<file path="config.mk">
export PLATFORM = sky130hd
export DESIGN_NAME = hazard_frame_sequencer_flat
export DESIGN_NICKNAME = d
export VERILOG_FILES = /design/src/rtl/hazard_pkg.sv /design/src/rtl/hazard_frame_sequencer_if.sv /design/src/rtl/hazard_cell_mask.sv /design/src/rtl/hazard_frame_sequencer.sv /design/src/flat_wrapper.sv
export SDC_FILE = /design/constraint.sdc
export NUM_CORES = 1
export LEC_CHECK = 0
export ABC_AREA = 1
export CAP_MARGIN = 20
export CORE_ASPECT_RATIO = 0.7
export CORE_MARGIN = 3
export CORE_UTILIZATION = 42
export DETAILED_ROUTE_END_ITERATION = 7
export GPL_TIMING_DRIVEN = 0
export MAX_ROUTING_LAYER = met4
export PLACE_DENSITY = 0.57
export SLEW_MARGIN = 15
export SYNTH_ARGS = -nofsm -noshare
export SYNTH_HDL_FRONTEND = slang
export SYNTH_SLANG_ARGS = --single-unit
</file>
<file path="constraint.sdc">
create_clock -name clk -period 4.1 [get_ports clk]
set_input_delay 0.82 -clock clk [delete_from_list [all_inputs] [get_ports clk]]
set_output_delay 0.82 -clock clk [all_outputs]
set_load 0.01 [all_outputs]
</file>
<file path="src/rtl/hazard_pkg.sv">
// ---------------------------------------------------------------------------
// hazard_pkg
// Shared types and constants for the hazard frame sequencer.
//   - Grid geometry (4 rows x 8 columns of 8x8-pixel cells)
//   - Coordinate width and frame buffer depth
//   - Sequencer state enum and the bounding-box struct
// ---------------------------------------------------------------------------
package hazard_pkg;

    localparam int GRID_ROWS  = 4;
    localparam int GRID_COLS  = 8;
    localparam int COORD_W    = 11;
    localparam int MAX_HAZ    = 16;
    localparam int CELL_H_LG2 = 3;
    localparam int CELL_W_LG2 = 3;
    localparam int CNT_W      = 5;    // holds 0..MAX_HAZ
    localparam int IDX_W      = 4;    // indexes 0..MAX_HAZ-1
    localparam int MASK_W     = GRID_ROWS * GRID_COLS;

    typedef enum logic [1:0] {
        COLLECT = 2'd0,
        SWEEP   = 2'd1,
        DONE    = 2'd2
    } state_e;

    typedef struct packed {
        logic [COORD_W-1:0] top;
        logic [COORD_W-1:0] left;
        logic [COORD_W-1:0] bottom;
        logic [COORD_W-1:0] right;
    } box_t;

endpackage

</file>
<file path="src/rtl/hazard_frame_sequencer_if.sv">
// ---------------------------------------------------------------------------
// hazard_frame_sequencer_if
// Box input stream (valid/ready) and grid output stream (valid/ready) plus
// frame status of the hazard frame sequencer.
//   master : upstream/consumer side (drives boxes and out_ready)
//   slave  : sequencer side (drives in_ready, grid, status)
// ---------------------------------------------------------------------------
interface hazard_frame_sequencer_if;
    import hazard_pkg::*;

    logic               in_valid;
    logic               in_ready;
    logic [COORD_W-1:0] in_top;
    logic [COORD_W-1:0] in_left;
    logic [COORD_W-1:0] in_bottom;
    logic [COORD_W-1:0] in_right;
    logic               in_last;
    logic               out_valid;
    logic               out_ready;
    logic [15:0]        vec1;
    logic [15:0]        vec2;
    logic [CNT_W-1:0]   hazard_count;
    logic               overflow;
    logic               busy;

    modport master (
        output in_valid, in_top, in_left, in_bottom, in_right, in_last, out_ready,
        input  in_ready, out_valid, vec1, vec2, hazard_count, overflow, busy
    );

    modport slave (
        input  in_valid, in_top, in_left, in_bottom, in_right, in_last, out_ready,
        output in_ready, out_valid, vec1, vec2, hazard_count, overflow, busy
    );

endinterface

</file>
<file path="src/rtl/hazard_cell_mask.sv">
// ---------------------------------------------------------------------------
// hazard_cell_mask
// Purely combinational: converts one bounding box into the 32-bit set of grid
// cells it covers. Bit index = row*8 + col (rows 0-1 -> bits 15:0,
// rows 2-3 -> bits 31:16).
//   box_i  : box {top, left, bottom, right} in pixels, inclusive bounds
//   mask_o : covered-cell mask
// ---------------------------------------------------------------------------
module hazard_cell_mask
    import hazard_pkg::*;
(
    input  box_t              box_i,
    output logic [MASK_W-1:0] mask_o
);

    logic [COORD_W-1:0] r_lo_s;
    logic [COORD_W-1:0] r_hi_raw_s;
    logic [COORD_W-1:0] r_hi_s;
    logic [COORD_W-1:0] c_lo_s;
    logic [COORD_W-1:0] c_hi_raw_s;
    logic [COORD_W-1:0] c_hi_s;
    logic               malformed_s;
    logic               off_grid_s;
    logic               keep_s;

    // Derive the clamped cell range and fill the covered cells.
    always_comb begin
        r_lo_s      = box_i.top    >> CELL_H_LG2;
        r_hi_raw_s  = box_i.bottom >> CELL_H_LG2;
        c_lo_s      = box_i.left   >> CELL_W_LG2;
        c_hi_raw_s  = box_i.right  >> CELL_W_LG2;
        r_hi_s      = (r_hi_raw_s > COORD_W'(GRID_ROWS - 1)) ? COORD_W'(GRID_ROWS - 1) : r_hi_raw_s;
        c_hi_s      = (c_hi_raw_s > COORD_W'(GRID_COLS - 1)) ? COORD_W'(GRID_COLS - 1) : c_hi_raw_s;
        malformed_s = (box_i.top > box_i.bottom) || (box_i.left > box_i.right);
        off_grid_s  = (r_lo_s > COORD_W'(GRID_ROWS - 1)) || (c_lo_s > COORD_W'(GRID_COLS - 1));
        keep_s      = !malformed_s && !off_grid_s;
        mask_o      = '0;
        for (int r = 0; r < GRID_ROWS; r++) begin
            for (int c = 0; c < GRID_COLS; c++) begin
                mask_o[r*GRID_COLS + c] = keep_s
                    && (COORD_W'(r) >= r_lo_s) && (COORD_W'(r) <= r_hi_s)
                    && (COORD_W'(c) >= c_lo_s) && (COORD_W'(c) <= c_hi_s);
            end
        end
    end

endmodule

</file>
<file path="src/rtl/hazard_frame_sequencer.sv">
// ---------------------------------------------------------------------------
// hazard_frame_sequencer
// Collects a frame of up to MAX_HAZ boxes, then sweeps them one per cycle
// through a single shared hazard_cell_mask, ORing into a 4x8 occupancy grid
// that is presented with a valid/ready handshake.
//   clk   : system clock
//   rst_n : synchronous active-low reset
//   bus   : slave side of hazard_frame_sequencer_if (box stream in,
//           grid vec1/vec2 out, hazard_count, overflow, busy)
// ---------------------------------------------------------------------------
module hazard_frame_sequencer
    import hazard_pkg::*;
(
    input  logic                      clk,
    input  logic                      rst_n,
    hazard_frame_sequencer_if.slave   bus
);

    state_e             state_q, state_d;
    // count_q doubles as the buffer write pointer: boxes are stored densely.
    logic [CNT_W-1:0]   count_q, count_d;
    logic [IDX_W-1:0]   idx_q,   idx_d;
    logic [MASK_W-1:0]  acc_q,   acc_d;
    logic               ovf_q,   ovf_d;
    box_t               buf_q [MAX_HAZ];

    logic               accept_s;
    logic               wr_en_s;
    box_t               wr_box_s;
    logic [MASK_W-1:0]  mask_s;

    hazard_cell_mask u_cell_mask (
        .box_i  (buf_q[idx_q]),
        .mask_o (mask_s)
    );

    // State and frame registers with synchronous active-low reset.
    always_ff @(posedge clk) begin
        if (!rst_n) begin
            state_q <= COLLECT;
            count_q <= '0;
            idx_q   <= '0;
            acc_q   <= '0;
            ovf_q   <= 1'b0;
        end else begin
            state_q <= state_d;
            count_q <= count_d;
            idx_q   <= idx_d;
            acc_q   <= acc_d;
            ovf_q   <= ovf_d;
        end
    end

    // Box buffer: contents are only meaningful below count_q, so no reset.
    always_ff @(posedge clk) begin
        if (wr_en_s) begin
            buf_q[count_q[IDX_W-1:0]] <= wr_box_s;
        end
    end

    // Next-state and datapath update logic.
    always_comb begin
        state_d  = state_q;
        count_d  = count_q;
        idx_d    = idx_q;
        acc_d    = acc_q;
        ovf_d    = ovf_q;
        wr_en_s  = 1'b0;
        wr_box_s = '{top: bus.in_top, left: bus.in_left,
                     bottom: bus.in_bottom, right: bus.in_right};
        accept_s = bus.in_valid && (state_q == COLLECT);
        case (state_q)
            COLLECT: begin
                if (accept_s) begin
                    if (count_q < CNT_W'(MAX_HAZ)) begin
                        wr_en_s = 1'b1;
                        count_d = count_q + 5'd1;
                    end else begin
                        // Frame is full: drop the beat but remember it.
                        ovf_d = 1'b1;
                    end
                    if (bus.in_last) begin
                        state_d = SWEEP;
                        idx_d   = '0;
                    end else begin
                        state_d = COLLECT;
                    end
                end else begin
                    state_d = COLLECT;
                end
            end
            SWEEP: begin
                acc_d = acc_q | mask_s;
                idx_d = idx_q + 4'd1;
                // '>=' rather than '==' so a corrupted index cannot loop forever.
                if (({1'b0, idx_q} + 5'd1) >= count_q) begin
                    state_d = DONE;
                end else begin
                    state_d = SWEEP;
                end
            end
            DONE: begin
                if (bus.out_ready) begin
                    state_d = COLLECT;
                    count_d = '0;
                    idx_d   = '0;
                    acc_d   = '0;
                    ovf_d   = 1'b0;
                end else begin
                    state_d = DONE;
                end
            end
            default: begin
                state_d = COLLECT;
                count_d = '0;
                idx_d   = '0;
                acc_d   = '0;
                ovf_d   = 1'b0;
            end
        endcase
    end

    // Output decode from the registered state; grid is only exposed in DONE.
    always_comb begin
        bus.hazard_count = count_q;
        bus.overflow     = ovf_q;
        case (state_q)
            COLLECT: begin
                bus.in_ready  = 1'b1;
                bus.out_valid = 1'b0;
                bus.busy      = 1'b0;
                bus.vec1      = 16'h0000;
                bus.vec2      = 16'h0000;
            end
            SWEEP: begin
                bus.in_ready  = 1'b0;
                bus.out_valid = 1'b0;
                bus.busy      = 1'b1;
                bus.vec1      = 16'h0000;
                bus.vec2      = 16'h0000;
            end
            DONE: begin
                bus.in_ready  = 1'b0;
                bus.out_valid = 1'b1;
                bus.busy      = 1'b1;
                bus.vec1      = acc_q[15:0];
                bus.vec2      = acc_q[31:16];
            end
            default: begin
                bus.in_ready  = 1'b0;
                bus.out_valid = 1'b0;
                bus.busy      = 1'b0;
                bus.vec1      = 16'h0000;
                bus.vec2      = 16'h0000;
            end
        endcase
    end

endmodule
</file>
<file path="src/flat_wrapper.sv">
// flat-port wrapper written by rule: the top's interface ports become plain ports
module hazard_frame_sequencer_flat import hazard_pkg::*;
  (clk, rst_n, bus_in_valid, bus_in_top, bus_in_left, bus_in_bottom, bus_in_right, bus_in_last, bus_out_ready, bus_in_ready, bus_out_valid, bus_vec1, bus_vec2, bus_hazard_count, bus_overflow, bus_busy);
  hazard_frame_sequencer_if bus_i ();
  input  logic clk;
  input  logic rst_n;
  input wire logic [$bits(bus_i.in_valid)-1:0] bus_in_valid;
  input wire logic [$bits(bus_i.in_top)-1:0] bus_in_top;
  input wire logic [$bits(bus_i.in_left)-1:0] bus_in_left;
  input wire logic [$bits(bus_i.in_bottom)-1:0] bus_in_bottom;
  input wire logic [$bits(bus_i.in_right)-1:0] bus_in_right;
  input wire logic [$bits(bus_i.in_last)-1:0] bus_in_last;
  input wire logic [$bits(bus_i.out_ready)-1:0] bus_out_ready;
  output wire logic [$bits(bus_i.in_ready)-1:0] bus_in_ready;
  output wire logic [$bits(bus_i.out_valid)-1:0] bus_out_valid;
  output wire logic [$bits(bus_i.vec1)-1:0] bus_vec1;
  output wire logic [$bits(bus_i.vec2)-1:0] bus_vec2;
  output wire logic [$bits(bus_i.hazard_count)-1:0] bus_hazard_count;
  output wire logic [$bits(bus_i.overflow)-1:0] bus_overflow;
  output wire logic [$bits(bus_i.busy)-1:0] bus_busy;
  assign bus_i.in_valid = bus_in_valid;
  assign bus_i.in_top = bus_in_top;
  assign bus_i.in_left = bus_in_left;
  assign bus_i.in_bottom = bus_in_bottom;
  assign bus_i.in_right = bus_in_right;
  assign bus_i.in_last = bus_in_last;
  assign bus_i.out_ready = bus_out_ready;
  assign bus_in_ready = bus_i.in_ready;
  assign bus_out_valid = bus_i.out_valid;
  assign bus_vec1 = bus_i.vec1;
  assign bus_vec2 = bus_i.vec2;
  assign bus_hazard_count = bus_i.hazard_count;
  assign bus_overflow = bus_i.overflow;
  assign bus_busy = bus_i.busy;
  hazard_frame_sequencer u_core (.clk(clk), .rst_n(rst_n), .bus(bus_i));
endmodule
</file>
* Yosys cells after proc, flatten, opt, wreduce, memory -nomap -nowiden
Memories as Yosys holds them, arrays and structs flattened. A register that Yosys moved wholly into a read port is not among the register bits. Cells that the tools add are included.
Storage, ports and cells: input port bits 49, logic and storage cells 168, memory bits (writable) 704, output and inout port bits 41, memories 1, bits in registers 44
Cells by class: reduce and logical (&&, ||, !) cells 84, muxes and demuxes 33, add/subtract/negate cells 3, magnitude comparators 32, eq/ne operators 7, bitwise gates (word level) 3
Memory list:
- u_core.buf_q | depth 16, width 44, rd ports 1, clocked after memory_dff 1, wr ports 1, line hazard_frame_sequencer.sv:25 | box_t buf_q [MAX_HAZ];
Operators with widths (count):
- case mux 32 bit (3 select lines) | 1
- logical AND 1 bit | 74
- >= comparator 1 x 8 -> 1 bit, first input constant | 4
- >= comparator 2 x 8 -> 1 bit, first input constant | 4
- >= comparator 3 x 8 -> 1 bit, first input constant | 4
- less-or-equal comparator 1 x 8 -> 1 bit, first input constant | 4
- less-or-equal comparator 2 x 8 -> 1 bit, first input constant | 4
- less-or-equal comparator 3 x 8 -> 1 bit, first input constant | 4
- 2-to-1 mux 16 bit | 2
- 2-to-1 mux 32 bit | 1
- OR 32 bit | 1
- > comparator 11 bit | 2
- 2-to-1 mux 4 bit | 5
- > comparator 8 x 2 -> 1 bit, second input constant | 2
- > comparator 8 x 3 -> 1 bit, second input constant | 2
- 2-to-1 mux 8 bit | 2
- 2-to-1 mux 5 bit | 3
- case mux 5 bit (3 select lines) | 1
- 2-to-1 mux 1 bit | 13
- case mux 4 bit (3 select lines) | 1
- != test 2 bit, second input constant | 4
- AND reduction 4 bit | 2
- case mux 2 bit (3 select lines) | 1
- adder 4 x 1 -> 5 bit, second input constant | 1
- other kinds (16) | 20

* Logic depth before layout (Yosys ltp)
Gate-level depths: netlist of the first run.
depth after elaboration 10, mapped depth 28, mapped depth without buffers 24

* By module
From an unflattened synthesis of the first run, not the netlist that was laid out.
Unflattened totals: cell total of the unflattened synthesis 3231, area total of the unflattened synthesis 32922.8 um^2
Modules (own cells, without submodules):
- hazard_frame_sequencer | seq. area each 22101.2 um^2, area an instance 31909.4 um^2, cells an instance 3042, times used 1
- hazard_cell_mask | seq. area each 0.0 um^2, area an instance 1013.5 um^2, cells an instance 189, times used 1

* Worst setup path after synthesis of the first run
Ideal clock, no wire load.
kind input to register, from input port bus_in_valid, to memory u_core.buf_q[0][0] (netlist name) (enable), library setup time 446 ps, arrival time 3025 ps, buffers on the path 0, setup slack 629 ps, required time 3654 ps, cell stages on the path 4, cell sequence nand2_1 > nor2_1 > nand2_1 > nor2_1
Between the ends: longest elaborated chain between the ends 5
Ends and longest elaborated chain:
- from (decl) | line flat_wrapper.sv:7 | input wire logic [$bits(bus_i.in_valid)-1:0] bus_in_valid;
- logical AND 1 bit | line hazard_frame_sequencer.sv:71 | accept_s = bus.in_valid && (state_q == COLLECT);
- 2-to-1 mux 1 bit | line hazard_frame_sequencer.sv:74 | if (accept_s) begin
- 2-to-1 mux 1 bit | line hazard_frame_sequencer.sv:72 | case (state_q)
- 2-to-1 mux 1 bit | line hazard_frame_sequencer.sv:56 | if (wr_en_s) begin
- 2-to-1 mux 1 bit (implied by the code) | line hazard_frame_sequencer.sv:57 | buf_q[count_q[IDX_W-1:0]] <= wr_box_s;
- to (decl) | line hazard_frame_sequencer.sv:25
No other way between the ends.

==> results of run 1 <==
[worst min-delay path: stages (launching register included)]
cell and delay (ps):
dfxtp_1 310, inv_1 40, a21oi_1 50
[area by class of cell]
class / count / share of cell area
sequential: 752 / 0.600
multi-input combinational: 1552 / 0.209
clock buffer: 102 / 0.0545
timing repair buffer: 134 / 0.0523
tap: 966 / 0.0328
buffer: 147 / 0.0258
inverter: 200 / 0.0206
clock inverter: 25 / 0.00533
antenna: 4 / 0.000272
[per-stage QoR]
step                worst slack [ps]   util  hold slack, ps
CTS                             17.8  0.507             454
global placement               -3070  0.459             442
detailed placement             -1180  0.474             444
finish                           134  0.508             453
floorplan                        629      -             430
global route                 -0.0866  0.508             482
[Yosys cell counts (2+ instances only)]
cell type	count
buf_4	4
ha_1	36
nand4_1	9
nand2_2	10
edfxtp_1	704
o221ai_1	44
clkinv_1	3
o21ai_0	196
dfxtp_1	48
buf_6	22
nand3_1	194
nor2_1	386
nor2_4	9
xor2_1	2
and2_1	2
buf_1	9
a21oi_1	50
inv_2	6
nor2_2	11
o21a_1	5
inv_1	190
nand2_1	436
nor3_1	2
clkbuf_1	68
o21ai_1	52
o211ai_1	79
nand3_2	2
buf_2	48
o22ai_1	18
[worst paths after layout]
path                                                    from                            end  slack [ps]  cells past startpoint
worst min-delay path            u_core.acc_q[3]$_SDFFE_PN0P_   u_core.acc_q[3]$_SDFFE_PN0P_         450                      2
worst max-delay path                                register  u_core.acc_q[23]$_SDFFE_PN0P_         130                     21
worst min register to register  u_core.acc_q[3]$_SDFFE_PN0P_   u_core.acc_q[3]$_SDFFE_PN0P_         450                      2
worst max register to register                      register  u_core.acc_q[23]$_SDFFE_PN0P_         130                     21
[flip-flops by register name (all words and copies together), names as in the netlist, named ones only]
register	flops
u_core.acc_q	32
u_core.buf_q	704
u_core.bus.hazard_count	5
u_core.bus.overflow	1
u_core.idx_q	4
u_core.state_q	2
[routing by layer]
layer / GRT usage / wire, um / vias up
met3: 0.0527 / 9920 / 159
li1: - / - / 9754
met1: 0.362 / 42700 / 10900
met2: 0.378 / 43000 / 1132
met4: 0.0706 / 2160 / 0
met5: - / 0 / -
[repair_timing]
action / in CTS / in global routing
pin swaps: 2 / 3
setup endpoints to repair: 32 / 32
hold buffers: 0 / 0
gates resized for setup: 69 / 43
setup buffers: 1 / 2
[where the power goes]
part           switching (uW)  total (uW)  internal [uW]  leakage, uW
logic                     777        1120            345      0.00534
registers                31.1        8550           8520      0.00674
clock network            2860        6420           3560      0.00108
total                    3670       16100          12400       0.0132
[logic make-up after synthesis]
family | after synthesis
AO/OA/AOI/OAI | 450
XOR/XNOR | 2
adder cells (fa/ha/maj) | 36
buffers and inverters | 351
flip-flops | 752
AND/OR/NAND/NOR | 1064
==> impl_results.md, run 1 <==
- Die height: 234 um
- Clock Sink Count: 752
- Post-DP HPWL: 64.6 mm
- Final WL: 97.7 mm
- DRC Markers: 0
- Worst Skew: 20.6 ps
- FF+latch count, synth: 752
- Core region area: 0.0725 mm2
- Detailed-router iteration count before antenna repair: 6
- Routed Antenna Nets: 0
- IO Port Bufs: 89
- Max Cap Viol: 0
- Worst slew pin tran: 863 ps
- Clock buffer depth: 3
- DP Area: 0.0344 mm2
- PwrDens: 437 mW/mm2
- Max IR drop VDD: 0.000414 V
- Buf/Inv on CP: 7
- Post-synth EDFFs: 704
- Nets: 2946
- Layout cells sized above 1: 0.110
- Syn Nets: 2740
- Cell Area, Synth: 0.0312 mm2
- Initial DRC count: 2948
- Post-synth ARST share: 0
- Most common cell after layout, fill and taps aside: edfxtp_1
- Final worst path period need: 3970 ps
- Drt via density: 5.65
- Post-route clock period utilization: 0.967
- CTS H-tree depth: 3
- Area leader, netlist: edfxtp_1
- Multi-input combinational cell area: 0.00770 mm2
- CP delay by family, top: buffers and inverters
- Starting density of the core: 0.430
- Worst EP arrival: 4460 ps
- Fmax: 252 MHz
- Most numerous cell on the critical path: nand2_1
- Area Growth Syn to Fin: 18.1%
- Initial antenna violation count: 6
- Yosys Warn Count: 0
- CP endpoint kind: register
- Root Buffer: clkbuf_16
- Reg area: 0.0221 mm2
- Commonest cells after routing, fill and taps aside: 704 x edfxtp_1, 433 x nand2_1, 370 x nor2_1, 195 x o21ai_0, 194 x nand3_1
- Status: finished clean
- First-pass GRT wire length: 141 mm
- Post-Layout Inst Area: 0.0369 mm2
- Slew HR: 0.425
- Clock slew at reported path FFs: 60 ps
- Post-synthesis compound-gate area fraction: 0.0855
- Grt total ovfl: 0
- Hold Crit Class: reg -> reg
- DR vias: 21900
- Area contributors post-synth: edfxtp_1 68%, nand2_1 5.2%, nor2_1 4.6%
- Simple-gate share of the synthesized area: 0.141
- Count of cell types in the netlist: 39
- Leakage: 0.0132 uW
- CTS tree: yes
- Synthesized area per cell: 11.8 um2
- Fill count: 6232
- Total global-route track usage: 0.256
- WP data required: 4600 ps
- CP startpoint kind: register
- Synth Area in Adders: 0.0144
- Post-synth top area share: 0.677
- Slowest stage delay, CP: 390 ps
- Clk Latency, worst-skew pair: 640 ps
- Tot Pwr: 16100 uW
- Cell Chain, Critical Path: clkbuf_4 -> clkinv_2 -> buf_2 -> clkbuf_4 -> clkbuf_4 -> nand3_1 -> nand2_1 -> inv_1 -> ha_1 -> nand2_2 -> o21ai_2 -> nand2_1 -> nand3_1 -> nand2_1 -> nand2_1 -> nor2_4 -> nand2_4 -> nor2_4 -> buf_12 -> a21oi_1 -> nor2_1
- Clock buffer count from CTS: 74
- Post-synthesis sequential area ratio: 0.708
- Final hold violation count: 0
- # rows: 82
- Post-Layout Cell Count: 3882
- Pin count of the biggest net entering global routing: 29
- Vias in the first global route: 20700
- CP Max Fanout: 10
- Max Slew Vio Count: 0
- GPL Wtd Cong: 0.843
- Placed cells: 3752
- Top_reg_cell synth: edfxtp_1
- Post-Syn Instances: 2655
- Die width: 332 um
- Xor and xnor area share after synthesis: 0.000561
- Die ar.: 0.0777 mm2
- Final setup fails: 0
- DR WL/cell: 25.2 um
- Ports: 90
- TNS Setup: 0 ps
- CP max stage cell: clkbuf_4
- Largest family of logic cells by synthesized area: simple AND/OR/NAND/NOR gates
- Proportion of synthesized area in mux cells: 0
- WS Path Type: reg -> reg
Power figures use the tool's default switching activity.
==> run 2, diff against run 1 <==
--- a/config.mk
+++ b/config.mk
@@ -8,7 +8,6 @@
 export ABC_AREA = 1
 export CAP_MARGIN = 20
 export CORE_ASPECT_RATIO = 0.7
-export CORE_MARGIN = 3
 export CORE_UTILIZATION = 42
 export DETAILED_ROUTE_END_ITERATION = 7
 export GPL_TIMING_DRIVEN = 0
==> constraint.sdc (replaced) <==
create_clock -name clk -period 4.1 [get_ports clk]
set_input_delay 0.82 -clock clk [delete_from_list [all_inputs] [get_ports clk]]
set_output_delay 0.82 -clock clk [all_outputs]
set_load 0.005 [all_outputs]
==> run 2 against run 1 <==
Setup slack improved by 47 ps. Total power rose by 5.5%. Critical path type unchanged. Maximum frequency rose by 1.2%. Clock-buffer cell count fell by 16. Core utilization barely moved. Wire length rose by 0.52%. Clock skew rose by 2.1 ps. Global-route usage rose by 1.2 points. Largest power group unchanged. Sequential share of layout area fell by 0.75 points. Critical path depth fell by 2. Final area rose by 1.3%.
==> impl_results.md, run 2 (synthesis results as in run 1) <==
- Routed Antenna Nets: 0
- Die height: 230 um
- WS Path Type: reg -> reg
- Worst EP arrival: 4480 ps
- Clock buffer depth: 3
- Max Slew Vio Count: 0
- Worst Skew: 22.6 ps
- Grt total ovfl: 0
- Post-DP HPWL: 64.4 mm
- Layout cells sized above 1: 0.119
- Final setup fails: 0
- Tot Pwr: 17000 uW
- Core region area: 0.0734 mm2
- CP Max Fanout: 10
- Worst Hold End: u_core.acc_q[8]$_SDFFE_PN0P_
- Starting density of the core: 0.425
- IO Port Bufs: 89
- GPL Wtd Cong: 0.860
- Hold Crit Class: reg -> reg
- Nets: 2949
- CP endpoint kind: register
- Post-Layout Inst Area: 0.0373 mm2
- Fmax: 255 MHz
- Clk Latency, worst-skew pair: 640 ps
- PwrDens: 455 mW/mm2
- Clock Sink Count: 752
- Clock buffer count from CTS: 75
- Leakage: 0.0134 uW
- Initial antenna violation count: 1
- DRC Markers: 0
- Total global-route track usage: 0.269
- Max FFs per register: 704
- First-pass GRT wire length: 142 mm
- Root Buffer: clkbuf_16
- DR vias: 21900
- Slew HR: 0.427
- Hold Path Origin: u_core.acc_q[8]$_SDFFE_PN0P_
- RR Endpoint: u_core.acc_q[17]$_SDFFE_PN0P_
- Post-route clock period utilization: 0.956
- CP startpoint kind: register
- Final WL: 98.3 mm
- R2r setup slk: 180 ps
- Clock slew at reported path FFs: 60 ps
- Post-cts hold buffer count: 0
- Die ar.: 0.0754 mm2
- Max Cap Viol: 0
- Die width: 328 um
- WP data required: 4660 ps
- Status: finished clean
- Initial DRC count: 2857
- Detailed-router iteration count before antenna repair: 5
- Most common cell after layout, fill and taps aside: edfxtp_1
- DR WL/cell: 25.2 um
- Register-to-Register Path Depth: 19
- Ports: 90
- Vias in the first global route: 20700
- Max IR drop VDD: 0.000320 V
- Fill count: 6343
- Worst hold stages: 2
- DP Area: 0.0345 mm2
- Final worst path period need: 3920 ps
- Pin count of the biggest net entering global routing: 20
- Area Growth Syn to Fin: 19.6%
- Drt via density: 5.61
- Worst slew pin tran: 859 ps
- RSZ-0062 raised after global routing: no
- Commonest cells after routing, fill and taps aside: 704 x edfxtp_1, 435 x nand2_1, 370 x nor2_1, 195 x o21ai_0, 194 x nand3_1
- # rows: 83
- CTS tree: yes
- CTS H-tree depth: 3
- Final hold violation count: 0
## run 2: metrics by stage
step	TNS, ps	hold slack (ps)	utilization	setup WS, ps	instances
after floorplan	0	430	-	632	2655
after global routing	0	467	0.508	3.49	3904
after global placement	-2152930	444	0.454	-3300	3721
after CTS	0	453	0.507	22.8	3903
final	0	453	0.508	181	3904
after detailed placement	-31710	442	0.470	-1040	3765
## run 2: final cells by class
type / instances / area, um2 / share of cell area
multi-input combinational: 1552 / 7690 / 0.206
tap: 977 / 1220 / 0.0328
timing repair buffer: 136 / 2000 / 0.0537
antenna: 1 / 2.50 / 0.0000670
sequential: 752 / 22100 / 0.592
inverter: 200 / 759 / 0.0203
clock inverter: 53 / 642 / 0.0172
buffer: 147 / 942 / 0.0252
clock buffer: 86 / 1960 / 0.0525
## run 2: metal layers
metal  share of wire  wire length [um]  track usage
met1            0.44             43200        0.386
met2            0.44             43400        0.393
met3           0.094              9280       0.0455
met4           0.024              2340       0.0713
met5               0                 0            -
## run 2: power by group
| part | switching (uW) | leakage [uW] | internal (uW) |
|---|---|---|---|
| combinational | 771 | 0.00537 | 341 |
| sequential | 30.8 | 0.00674 | 8520 |
| clock | 3040 | 0.00127 | 4290 |
| total | 3840 | 0.0134 | 13100 |
## run 2: worst max-delay path, cell delays in order, from the launching register on
cell      delay [ps]
dfxtp_2          490
clkbuf_4         340
clkbuf_2         300
clkbuf_2         320
o21ai_0          140
o221ai_1         210
o211ai_1         150
nand2_1          120
ha_1             270
a21oi_2          230
o21ai_2          150
nand2_1          100
nand3_1           70
nand2_1          100
nand2_1          100
nor2_4           160
nand2_4          100
nor2_4           270
nand2_1           90
a21oi_1          140
## run 2: worst max-delay path by stage
stage / startpoint / to / slack [ps] / cells past startpoint
floorplan: bus_in_valid / u_core.buf_q[0][0]$_DFFE_PP_ / 630 / 4
global placement: bus_in_valid / u_core.buf_q[6][24]$_DFFE_PP_ / -3300 / 5
detailed placement: register / u_core.acc_q[3]$_SDFFE_PN0P_ / -1040 / 18
CTS: register / u_core.acc_q[11]$_SDFFE_PN0P_ / 20 / 21
global route: register / u_core.acc_q[17]$_SDFFE_PN0P_ / 3 / 20
finish: register / u_core.acc_q[17]$_SDFFE_PN0P_ / 180 / 19
## run 2: timing repair
item / 4_1_cts / 5_1_grt
pin swaps: 1 / 3
setup endpoints to repair: 32 / 32
hold endpoints to repair: 0 / 0
setup buffers: 1 / 2
resized for setup: 56 / 66
